## src/rtl/seq_pkg.sv

```systemverilog
// Shared types, opcode map and decode helpers for the multi-cycle sequencer.
package seq_pkg;

  typedef enum logic [2:0] {
    S_IDLE, S_FETCH, S_DECODE, S_EXEC, S_WAIT, S_WB, S_HALTED
  } seq_state_t;

  localparam logic [5:0] OP_SUMA  = 6'd1;
  localparam logic [5:0] OP_RESTA = 6'd2;
  localparam logic [5:0] OP_MOV   = 6'd3;
  localparam logic [5:0] OP_DIV   = 6'd4;
  localparam logic [5:0] OP_MUL   = 6'd5;
  localparam logic [5:0] OP_AND   = 6'd6;
  localparam logic [5:0] OP_OR    = 6'd7;
  localparam logic [5:0] OP_HALT  = 6'h3F;

  function automatic logic is_multicycle(input logic [5:0] op);
    return (op == OP_DIV) || (op == OP_MUL);
  endfunction

  // HALT counts as legal; it is filtered separately in DECODE.
  function automatic logic is_legal(input logic [5:0] op);
    return ((op >= OP_SUMA) && (op <= OP_OR)) || (op == OP_HALT);
  endfunction

endpackage

```

## src/rtl/seq_if.sv

```systemverilog
// Instruction-memory and ALU handshake bundle between the sequencer and its neighbours.
interface seq_if #(parameter int PC_W = 8);
  logic            imem_req;
  logic [PC_W-1:0] imem_addr;
  logic            imem_ready;
  logic [31:0]     imem_data;
  logic            alu_start;
  logic            alu_done;

  modport master (output imem_req, imem_addr, alu_start,
                  input  imem_ready, imem_data, alu_done);
  modport slave  (input  imem_req, imem_addr, alu_start,
                  output imem_ready, imem_data, alu_done);
endinterface

```

## src/rtl/seq_watchdog.sv

```systemverilog
// Counts consecutive WAIT cycles and flags the cycle in which the limit is reached.
module seq_watchdog #(
  parameter int TIMEOUT_CYCLES = 64
) (
  input  logic clk,
  input  logic rst_n,
  input  logic in_wait,
  output logic expire
);
  localparam int CW = $clog2(TIMEOUT_CYCLES + 1);

  logic [CW-1:0] cnt_q, cnt_d;

  // Held at zero outside WAIT, so every WAIT entry starts a fresh count.
  assign cnt_d  = in_wait ? cnt_q + 1'b1 : '0;
  assign expire = in_wait && (cnt_q == CW'(TIMEOUT_CYCLES - 1));

  always_ff @(posedge clk or negedge rst_n) begin
    if (!rst_n) cnt_q <= '0;
    else        cnt_q <= cnt_d;
  end
endmodule

```

## src/rtl/multicycle_sequencer.sv

```systemverilog
// Fetch/decode/execute/writeback sequencer with ALU wait and gated writeback strobes.
// Optional ALU watchdog enabled by defining SEQ_WATCHDOG_EN.
module multicycle_sequencer
  import seq_pkg::*;
#(
  parameter int              PC_W     = 8,
  parameter logic [PC_W-1:0] PC_RESET = '0
`ifdef SEQ_WATCHDOG_EN
  , parameter int            TIMEOUT_CYCLES = 64
`endif
) (
  input  logic        clk,
  input  logic        rst_n,
  input  logic        start,
  seq_if.master       bus,
  output logic [31:0] ir,
  input  logic        cu_rwe,
  input  logic        cu_rwe2,
  input  logic        cu_mwe,
  output logic        rf_we,
  output logic        rf_we2,
  output logic        mem_we,
  output logic        busy,
  output logic        halted,
  output logic        illegal_op,
  output logic [15:0] retired_cnt
`ifdef SEQ_WATCHDOG_EN
  , output logic      timeout_err
`endif
);

  seq_state_t      state_q, state_d;
  logic [PC_W-1:0] pc_q;
  logic [31:0]     ir_q;
  logic [2:0]      wb_q;
  logic            ill_q;
  logic [15:0]     ret_q;
  logic [5:0]      op;
  logic            wd_expire;

  assign op = ir_q[31:26];

  always_comb begin
    state_d = state_q;
    unique case (state_q)
      S_IDLE:   if (start) state_d = S_FETCH;
      S_FETCH:  if (bus.imem_ready) state_d = S_DECODE;
      S_DECODE: begin
        if (op == OP_HALT)   state_d = S_HALTED;
        else if (is_legal(op)) state_d = S_EXEC;
        else                 state_d = S_FETCH;
      end
      S_EXEC:   state_d = is_multicycle(op) ? S_WAIT : S_WB;
      S_WAIT: begin
        if (bus.alu_done)   state_d = S_WB;
        else if (wd_expire) state_d = S_HALTED;
      end
      S_WB:     state_d = S_FETCH;
      S_HALTED: if (start) state_d = S_FETCH;
      default:  state_d = S_IDLE;
    endcase
  end

  always_ff @(posedge clk or negedge rst_n) begin
    if (!rst_n) begin
      state_q <= S_IDLE;
      pc_q    <= PC_RESET;
      ir_q    <= '0;
      wb_q    <= '0;
      ill_q   <= 1'b0;
      ret_q   <= '0;
    end else begin
      state_q <= state_d;
      // Strobes are captured on WB entry so they come straight from a flop;
      // the cu_* enables are already stable since they only depend on ir.
      wb_q    <= (state_d == S_WB) ? {cu_mwe, cu_rwe2, cu_rwe} : 3'b000;
      if (state_q == S_FETCH && bus.imem_ready) begin
        ir_q <= bus.imem_data;
        pc_q <= pc_q + 1'b1;
      end
      if (state_q == S_HALTED && start) pc_q <= PC_RESET;
      if (state_q == S_DECODE && !is_legal(op)) ill_q <= 1'b1;
      if (state_q == S_WB && ret_q != 16'hFFFF) ret_q <= ret_q + 16'd1;
    end
  end

`ifdef SEQ_WATCHDOG_EN
  logic to_q;

  seq_watchdog #(.TIMEOUT_CYCLES(TIMEOUT_CYCLES)) u_wd (
    .clk     (clk),
    .rst_n   (rst_n),
    .in_wait (state_q == S_WAIT),
    .expire  (wd_expire)
  );

  // A done arriving on the limit cycle wins, so only a true miss is flagged.
  always_ff @(posedge clk or negedge rst_n) begin
    if (!rst_n) to_q <= 1'b0;
    else if (state_q == S_WAIT && !bus.alu_done && wd_expire) to_q <= 1'b1;
  end

  assign timeout_err = to_q;
`else
  assign wd_expire = 1'b0;
`endif

  assign bus.imem_req  = (state_q == S_FETCH);
  assign bus.imem_addr = pc_q;
  assign bus.alu_start = (state_q == S_EXEC) && is_multicycle(op);
  assign ir            = ir_q;
  assign {mem_we, rf_we2, rf_we} = wb_q;
  assign busy          = (state_q != S_IDLE) && (state_q != S_HALTED);
  assign halted        = (state_q == S_HALTED);
  assign illegal_op    = ill_q;
  assign retired_cnt   = ret_q;

endmodule

```

## src/flat_wrapper.sv

```systemverilog
// flat-port wrapper written by rule: the top's interface ports become plain ports
module multicycle_sequencer_flat import seq_pkg::*;
#(
  parameter int              PC_W     = 8,
  parameter logic [PC_W-1:0] PC_RESET = '0

)
  (clk, rst_n, start, ir, cu_rwe, cu_rwe2, cu_mwe, rf_we, rf_we2, mem_we, busy, halted, illegal_op, retired_cnt, bus_imem_req, bus_imem_addr, bus_alu_start, bus_imem_ready, bus_imem_data, bus_alu_done);
  seq_if #(.PC_W(PC_W)) bus_i ();
  input  logic clk;
  input  logic rst_n;
  input  logic start;
  output logic [31:0] ir;
  input  logic cu_rwe;
  input  logic cu_rwe2;
  input  logic cu_mwe;
  output logic rf_we;
  output logic rf_we2;
  output logic mem_we;
  output logic busy;
  output logic halted;
  output logic illegal_op;
  output logic [15:0] retired_cnt;
  output wire logic [$bits(bus_i.imem_req)-1:0] bus_imem_req;
  output wire logic [$bits(bus_i.imem_addr)-1:0] bus_imem_addr;
  output wire logic [$bits(bus_i.alu_start)-1:0] bus_alu_start;
  input wire logic [$bits(bus_i.imem_ready)-1:0] bus_imem_ready;
  input wire logic [$bits(bus_i.imem_data)-1:0] bus_imem_data;
  input wire logic [$bits(bus_i.alu_done)-1:0] bus_alu_done;
  assign bus_imem_req = bus_i.imem_req;
  assign bus_imem_addr = bus_i.imem_addr;
  assign bus_alu_start = bus_i.alu_start;
  assign bus_i.imem_ready = bus_imem_ready;
  assign bus_i.imem_data = bus_imem_data;
  assign bus_i.alu_done = bus_alu_done;
  multicycle_sequencer #(.PC_W(PC_W), .PC_RESET(PC_RESET)) u_core (.clk(clk), .rst_n(rst_n), .start(start), .bus(bus_i), .ir(ir), .cu_rwe(cu_rwe), .cu_rwe2(cu_rwe2), .cu_mwe(cu_mwe), .rf_we(rf_we), .rf_we2(rf_we2), .mem_we(mem_we), .busy(busy), .halted(halted), .illegal_op(illegal_op), .retired_cnt(retired_cnt));
endmodule
```

## config.mk

```make
export PLATFORM = sky130hd
export DESIGN_NAME = multicycle_sequencer_flat
export DESIGN_NICKNAME = d
export VERILOG_FILES = /design/src/rtl/seq_pkg.sv /design/src/rtl/seq_if.sv /design/src/rtl/seq_watchdog.sv /design/src/rtl/multicycle_sequencer.sv /design/src/flat_wrapper.sv
export SDC_FILE = /design/constraint.sdc
export NUM_CORES = 1
export LEC_CHECK = 0
export BUFFER_PORTS_ARGS = -buffer_cell sky130_fd_sc_hd__buf_2
export CAP_MARGIN = 10
export CELL_PAD_IN_SITES_DETAIL_PLACEMENT = 0
export CELL_PAD_IN_SITES_GLOBAL_PLACEMENT = 1
export CORE_UTILIZATION = 36
export CTS_BUF_LIST = sky130_fd_sc_hd__clkbuf_16
export CTS_CLUSTER_DIAMETER = 200
export DETAILED_ROUTE_END_ITERATION = 6
export PLACE_DENSITY_LB_ADDON = 0.1
export SLEW_MARGIN = 20
export SYNTH_ARGS = -nofsm -noshare
export SYNTH_HDL_FRONTEND = slang
export SYNTH_SLANG_ARGS = --single-unit
```

## constraint.sdc

```tcl
create_clock -name clk -period 2.2 [get_ports clk]
set_input_delay 0.33 -clock clk [delete_from_list [all_inputs] [get_ports clk]]
set_output_delay 0.33 -clock clk [all_outputs]
set_load 0.05 [all_outputs]
```

==> out/qor.txt, run 1 <==
top cells by count, synth: 113 x nand2_1, 63 x dfrtp_1, 13 x nor2_1, 9 x xor2_1
FF+latch area: 1580 um2
Worst-path clk slew: 0.05 ns
global placer's final weighted congestion: 0.770
Arr. time, crit path: 1.60 ns
crit start category: register
DP Cell Count: 497
RSZ-0062 raised after global routing: false
post-DR wirelength/cell: 12.9 um
synthesized area per cell: 9.69 um2
# IOs: 104
Sink Count: 63
worst-path fanout max: 14
GRT overflow: 0
hpwl dp: 4700 um
Syn Nets: 340
gr usage total: 17.6%
Worst Setup Slack post-DPL: 0.470 ns
num rows: 32
CTS buffer count: 9
Comb pwr share: 45.8%
class of the worst hold path: in2async
R2R Setup Slk: 0.46 ns
Final Cycle Share: 87.8%
Hold Slack: 0.0142 ns
largest net degree at the start of global routing: 64
footprint of the multi-input gates: 1250 um2
Seq cells post-synth: 63
Starting Density: 37.4%
Vias: 2401
cts repair resizes: 0
die footprint: 8390 um2
Worst setup EP type: output pin
Worst EP required: 1.87 ns
number of library cell types mapped by synthesis: 47
Pwr Total: 5.96 mW
layout cell share with drive strength beyond 1: 32.6%
fin area: 3820 um2
post-CTS setup buffer count: 0
Psw: 2.89 mW
final setup vio count: 0
Rel. slew slack: 71.6%
Routed WL: 6640 um
die width: 91.6 um
final cell count without fillers: 513
Top FF cell, synth: dfrtp_1
fmax: 518 MHz
FFs w/ async S/R, synth: 100%
final worst slack: 0.269 ns
Tmin final: 1.93 ns
clock group share of total power: 22.3%
switch share: 48.4%
P_leak: 2.06 nW
outcome: finished clean
count leader, synth: nand2_1
final hold violation count: 0
Netlist Area Pre-Place: 2890 um2
Post-DP Area: 3540 um2
hold_buf cts: 0
register area share after synthesis: 54.6%
vias in the first global route: 2381
setup tns final: 0 ns
H-tree levels: 3
DRC Markers: 0
Initial DRT Pass Iterations: 4
diode count: 0
Yosys top cell by area: dfrtp_1
Post-synth EDFFs: 0
worst IR drop on VDD: 0.751 mV
CTS tree: built
synthesis warning total: 0
Final Core Density: 49.5%
DRT iter0 DRCs: 107
clk_skew: 0.00448 ns
first-pass GRT wire length: 11500 um
die height: 91.6 um
post-synth top area share: 54.6%
Internal: 3.07 mW
max cap viols: 0
CORE AREA: 7730 um2
Longest Clk Path Bufs: 2
kind of critical path: reg2out
Filler cells: 765
Flop pwr share: 31.9%
ranking of synthesized cells by area: dfrtp_1 55%, nand2_1 15%, xor2_1 2.7%
Final nets: 448
Clk Latency, worst-skew pair: 0.32 ns
pwr/cell area: 1560 nW/um2
post-route ant nets: 0
Port Buf Inserts: 103
area grow syn2layout: 32.4%
pins over their slew limit: 0
vias per cell: 4.68
worst slew pin tran: 0.427 ns
Synth Instances: 298
initial antenna violation count: 0
Root Driver: clkbuf_16
kinds of logic (layout without fill, tap and decap cells):
kind of cell / count (synthesis) / after routing / share of synthesized area (%)
buffers and inverters: 15 / 128 / 2.25
muxes: 4 / 4 / 1.65
xor gates and xnor gates: 17 / 17 / 5.15
and+or+nand+nor: 176 / 176 / 30.3
AOI/OAI and AO/OA: 21 / 21 / 5.20
adders and majority gates: 2 / 2 / 0.866
DFF: 63 / 63 / 54.6
cell usage in the layout (no fill, tap or decap), types with 2 or more instances in the layout:
cell type / n
nand3_1: 3
clkinv_2: 2
xor2_1: 9
buf_2: 103
and4_1: 2
nand2_1: 113
xnor2_1: 8
buf_12: 2
a21oi_1: 5
o21bai_1: 2
a211oi_1: 3
nand2b_1: 2
clkbuf_16: 9
nor3_1: 6
nand4_1: 8
dfrtp_1: 63
ha_1: 2
and2_1: 2
or3_1: 3
o21ai_0: 3
buf_4: 3
or2_1: 2
clkinv_1: 3
mux2_1: 2
nor2b_1: 7
and3_1: 2
nor2_1: 13
inv_1: 5
worst paths after layout:
| kind | to | cells after the start | from |
|---|---|---|---|
| min in group clk | u_core.ir[25]$_DFFE_PN0P_ | 3 | bus_imem_data[25] |
| max in group asynchronous | u_core.ir[7]$_DFFE_PN0P_ | 2 | rst_n |
| min reg2reg | u_core.ir[10]$_DFFE_PN0P_ | 2 | u_core.ir[10]$_DFFE_PN0P_ |
| max reg2reg | u_core.retired_cnt[1]$_DFFE_PN0P_ | 5 | u_core.retired_cnt[1]$_DFFE_PN0P_ |
| min | u_core.state_q[2]$_DFF_PN0_ | 2 | rst_n |
| max | busy | 3 | u_core.state_q[2]$_DFF_PN0_ |
critical path, cell delays in order, from the launching register on:
cell and delay, ns:
dfrtp_1 0.53, nor2b_1 0.20, or3_1 0.34, buf_2 0.21
registers in the layout (all words and copies together) (netlist names):
name and flops:
u_core.bus.imem_addr 8, u_core.illegal_op 1, u_core.ir 32, u_core.retired_cnt 16, u_core.state_q 3, u_core.wb_q 3
final cells by class:
type                            instances  area share (%)
Inverter                                4           0.393
Timing Repair Buffer                  108            15.1
Clock inverter                          7            1.44
Sequential cell                        63            41.2
Clock buffer                            9            5.89
Tap cell                              102            3.34
Multi-Input combinational cell        220            32.6
routing by layer:
metal / track usage (%) / part of all wire [%] / vias to the layer above
met2: 27.6 / 46 / 69
met5: 0 / 0 / -
met4: 6.08 / 1.1 / 0
li1: - / - / 1199
met3: 6.45 / 6.4 / 6
met1: 22.4 / 46 / 1127
power groups by stage:
stage,Combinational [mW],Sequential (mW),Clock [mW]
after detailed placement,2.77,1.92,0
after CTS,2.76,1.91,1.37
after floorplan,0.846,3.14,0
final,2.73,1.90,1.33
after global placement,2.75,1.91,0
after global routing,2.93,1.98,1.42
Note: power is estimated with default switching activity, not from simulation.
==> inputs of run 2 (changes only) <==
--- a/config.mk
+++ b/config.mk
@@ -9,7 +9,7 @@
 export CAP_MARGIN = 10
 export CELL_PAD_IN_SITES_DETAIL_PLACEMENT = 0
 export CELL_PAD_IN_SITES_GLOBAL_PLACEMENT = 1
-export CORE_UTILIZATION = 36
+export CORE_UTILIZATION = 39
 export CTS_BUF_LIST = sky130_fd_sc_hd__clkbuf_16
 export CTS_CLUSTER_DIAMETER = 200
 export DETAILED_ROUTE_END_ITERATION = 6
==> constraint.sdc (replaced) <==
create_clock -name clk -period 2.24 [get_ports clk]
set_input_delay 0.336 -clock clk [delete_from_list [all_inputs] [get_ports clk]]
set_output_delay 0.336 -clock clk [all_outputs]
set_load 0.05 [all_outputs]
==> run 2 against run 1 <==
Compared with the run above: sequential power barely moved; die area fell by 7.5%; power fell by 4.4%; wire length is 3.1% lower; global-route usage barely moved; clock skew hardly changed; final cell count decreased by 1.2%; sequential share of layout area is 0.55 points higher; count of clock-buffer cells in the layout stayed put; non-clock buffer count is 2 lower; core utilization is 2.8 points higher; critical endpoint unchanged.
==> out/qor.txt, run 2 (synthesis results as in run 1) <==
die footprint: 7760 um2 (-7.5%)
clk_skew: 0.00484 ns (+0.000364 ns)
Tmin final: 1.94 ns
Sink Count: 63 (unchanged)
worst r2r path cells: 5 (unchanged)
worst IR drop on VDD: 0.726 mV (-3.3%)
Final Cycle Share: 86.4%
pwr/cell area: 1510 nW/um2 (-3.1%)
CTS buffer count: 9 (unchanged)
GRT overflow: 0 (unchanged)
setup tns final: 0 ns (unchanged)
crit path cell chain: nor2b_1, or3_1, buf_2
pins over their slew limit: 0 (unchanged)
Port Buf Inserts: 103 (unchanged)
num rows: 31 (-3.1%)
max FFs per register: 32 (unchanged)
first-pass GRT wire length: 10300 um (-10%)
max cap viols: 0 (unchanged)
post-DR wirelength/cell: 12.7 um (-1.9%)
FF-to-FF Start: u_core.retired_cnt[0]$_DFFE_PN0P_
class of the worst hold path: in2async
R2R Setup Slk: 0.54 ns (+0.08 ns)
Routed WL: 6440 um (-3.1%)
post-route ant nets: 0 (unchanged)
vias in the first global route: 2243 (-5.8%)
slowest cell on the critical path: dfrtp_1
post-CTS setup buffer count: 0 (unchanged)
cts repair resizes: 0 (unchanged)
largest net degree at the start of global routing: 64 (unchanged)
crit start category: register
hpwl dp: 4440 um (-5.5%)
RSZ-0062 raised after global routing: false
Longest Clk Path Bufs: 2 (unchanged)
CORE AREA: 7210 um2 (-6.6%)
P_leak: 2.05 nW (-0.73%)
worst slew pin tran: 0.618 ns (+0.192 ns)
Final Core Density: 52.3% (+2.8 points)
# IOs: 104 (unchanged)
Worst-path clk slew: 0.05 ns (about the same)
Worst setup EP type: output pin
Clk Latency, worst-skew pair: 0.32 ns (about the same)
outcome: finished clean
area grow syn2layout: 30.7%
H-tree levels: 3 (unchanged)
vias per cell: 4.70 (+0.38%)
hold_buf cts: 0 (unchanged)
worst-path fanout max: 14 (unchanged)
final setup vio count: 0 (unchanged)
final cell count without fillers: 507 (-1.2%)
kind of critical path: reg2out
final hold violation count: 0 (unchanged)
die height: 88.1 um (-3.8%)
most frequent cells in the layout: 113 x nand2_1, 103 x buf_2, 63 x dfrtp_1
CTS tree: built
fmax: 516 MHz
global placer's final weighted congestion: 0.791 (+2.8%)
Final nets: 446 (-0.45%)
initial antenna violation count: 0 (unchanged)
Reg-to-Reg End: u_core.retired_cnt[1]$_DFFE_PN0P_
layout cell share with drive strength beyond 1: 31.9% (-0.74 points)
Worst EP required: 1.90 ns (+0.03 ns)
DRT iter0 DRCs: 65 (-39%)
gr usage total: 17.6% (-0.022 points)
leading cell type in the layout, fill and taps excluded: nand2_1
DP Cell Count: 492 (-1.0%)
Vias: 2382 (-0.79%)
diode count: 0 (unchanged)
Starting Density: 40.0% (+2.7 points)
Max stage delay on crit path: 0.53 ns (about the same)
Root Driver: clkbuf_16
Rel. slew slack: 58.6% (-13 points)
Initial DRT Pass Iterations: 4 (unchanged)
die width: 88.1 um (-3.8%)
DRC Markers: 0 (unchanged)
Arr. time, crit path: 1.60 ns (about the same)
Hold Slack: 0.0149 ns (+0.000704 ns)
[run 2: changes by cell type in the layout (fill, tap and decap cells not counted), sizes merged]
cell / before / now
inv: 5 / 8
clkinv: 5 / 2
bufinv: 1 / 0
buf: 108 / 106
[run 2: layout make-up]
cell class,instances,area [um2]
multi-input cells,220,1250
flip-flops and latches,63,1580
repair buffers,106,563
inverters,4,15.0
well taps,99,124
fillers,711,3440
clock inverters,6,23.8
clock buffers,9,225
[run 2: through the flow]
step	setup WS, ns	power (mW)	area (um2)
2_1_floorplan	0.204	3.91	2890
3_3_place_gp	0.582	4.56	3530
3_5_place_dp	0.537	4.58	3530
4_1_cts	0.287	5.78	3770
5_1_grt	0.187	6.05	3770
6_report	0.304	5.70	3770
[run 2: critical path, delay by kind of cell (launching register included)]
| kind | cells | cell delay (ns) |
|---|---|---|
| buffers and inverters | 1 | 0.21 |
| and+or+nand+nor | 2 | 0.53 |
| DFF | 1 | 0.53 |
[run 2: worst max-delay path by stage]
| stage | cells past startpoint | startpoint | end |
|---|---|---|---|
| 4_1_cts | 3 | u_core.state_q[2]$_DFF_PN0_ | busy |
| 2_1_floorplan | 3 | u_core.ir[29]$_DFFE_PN0P_ | bus_alu_start |
| 3_5_place_dp | 5 | u_core.retired_cnt[0]$_DFFE_PN0P_ | u_core.retired_cnt[1]$_DFFE_PN0P_ |
| 5_1_grt | 3 | u_core.state_q[2]$_DFF_PN0_ | busy |
| 3_3_place_gp | 5 | u_core.retired_cnt[0]$_DFFE_PN0P_ | u_core.retired_cnt[1]$_DFFE_PN0P_ |
| 6_report | 3 | u_core.state_q[2]$_DFF_PN0_ | busy |
[run 2: per-layer routing]
metal | vias to the layer above | part of all wire [%] | track usage [%]
met5 | - | 0 | 0
met4 | 0 | 1.4 | 8.36
met3 | 7 | 5.9 | 5.00
met2 | 63 | 47 | 27.5
met1 | 1111 | 46 | 22.6
li1 | 1201 | - | -
[run 2: power by group]
| part | internal (mW) | switching, mW |
|---|---|---|
| sequential | 1.53 | 0.344 |
| combinational | 0.644 | 2.02 |
| clock | 0.718 | 0.446 |
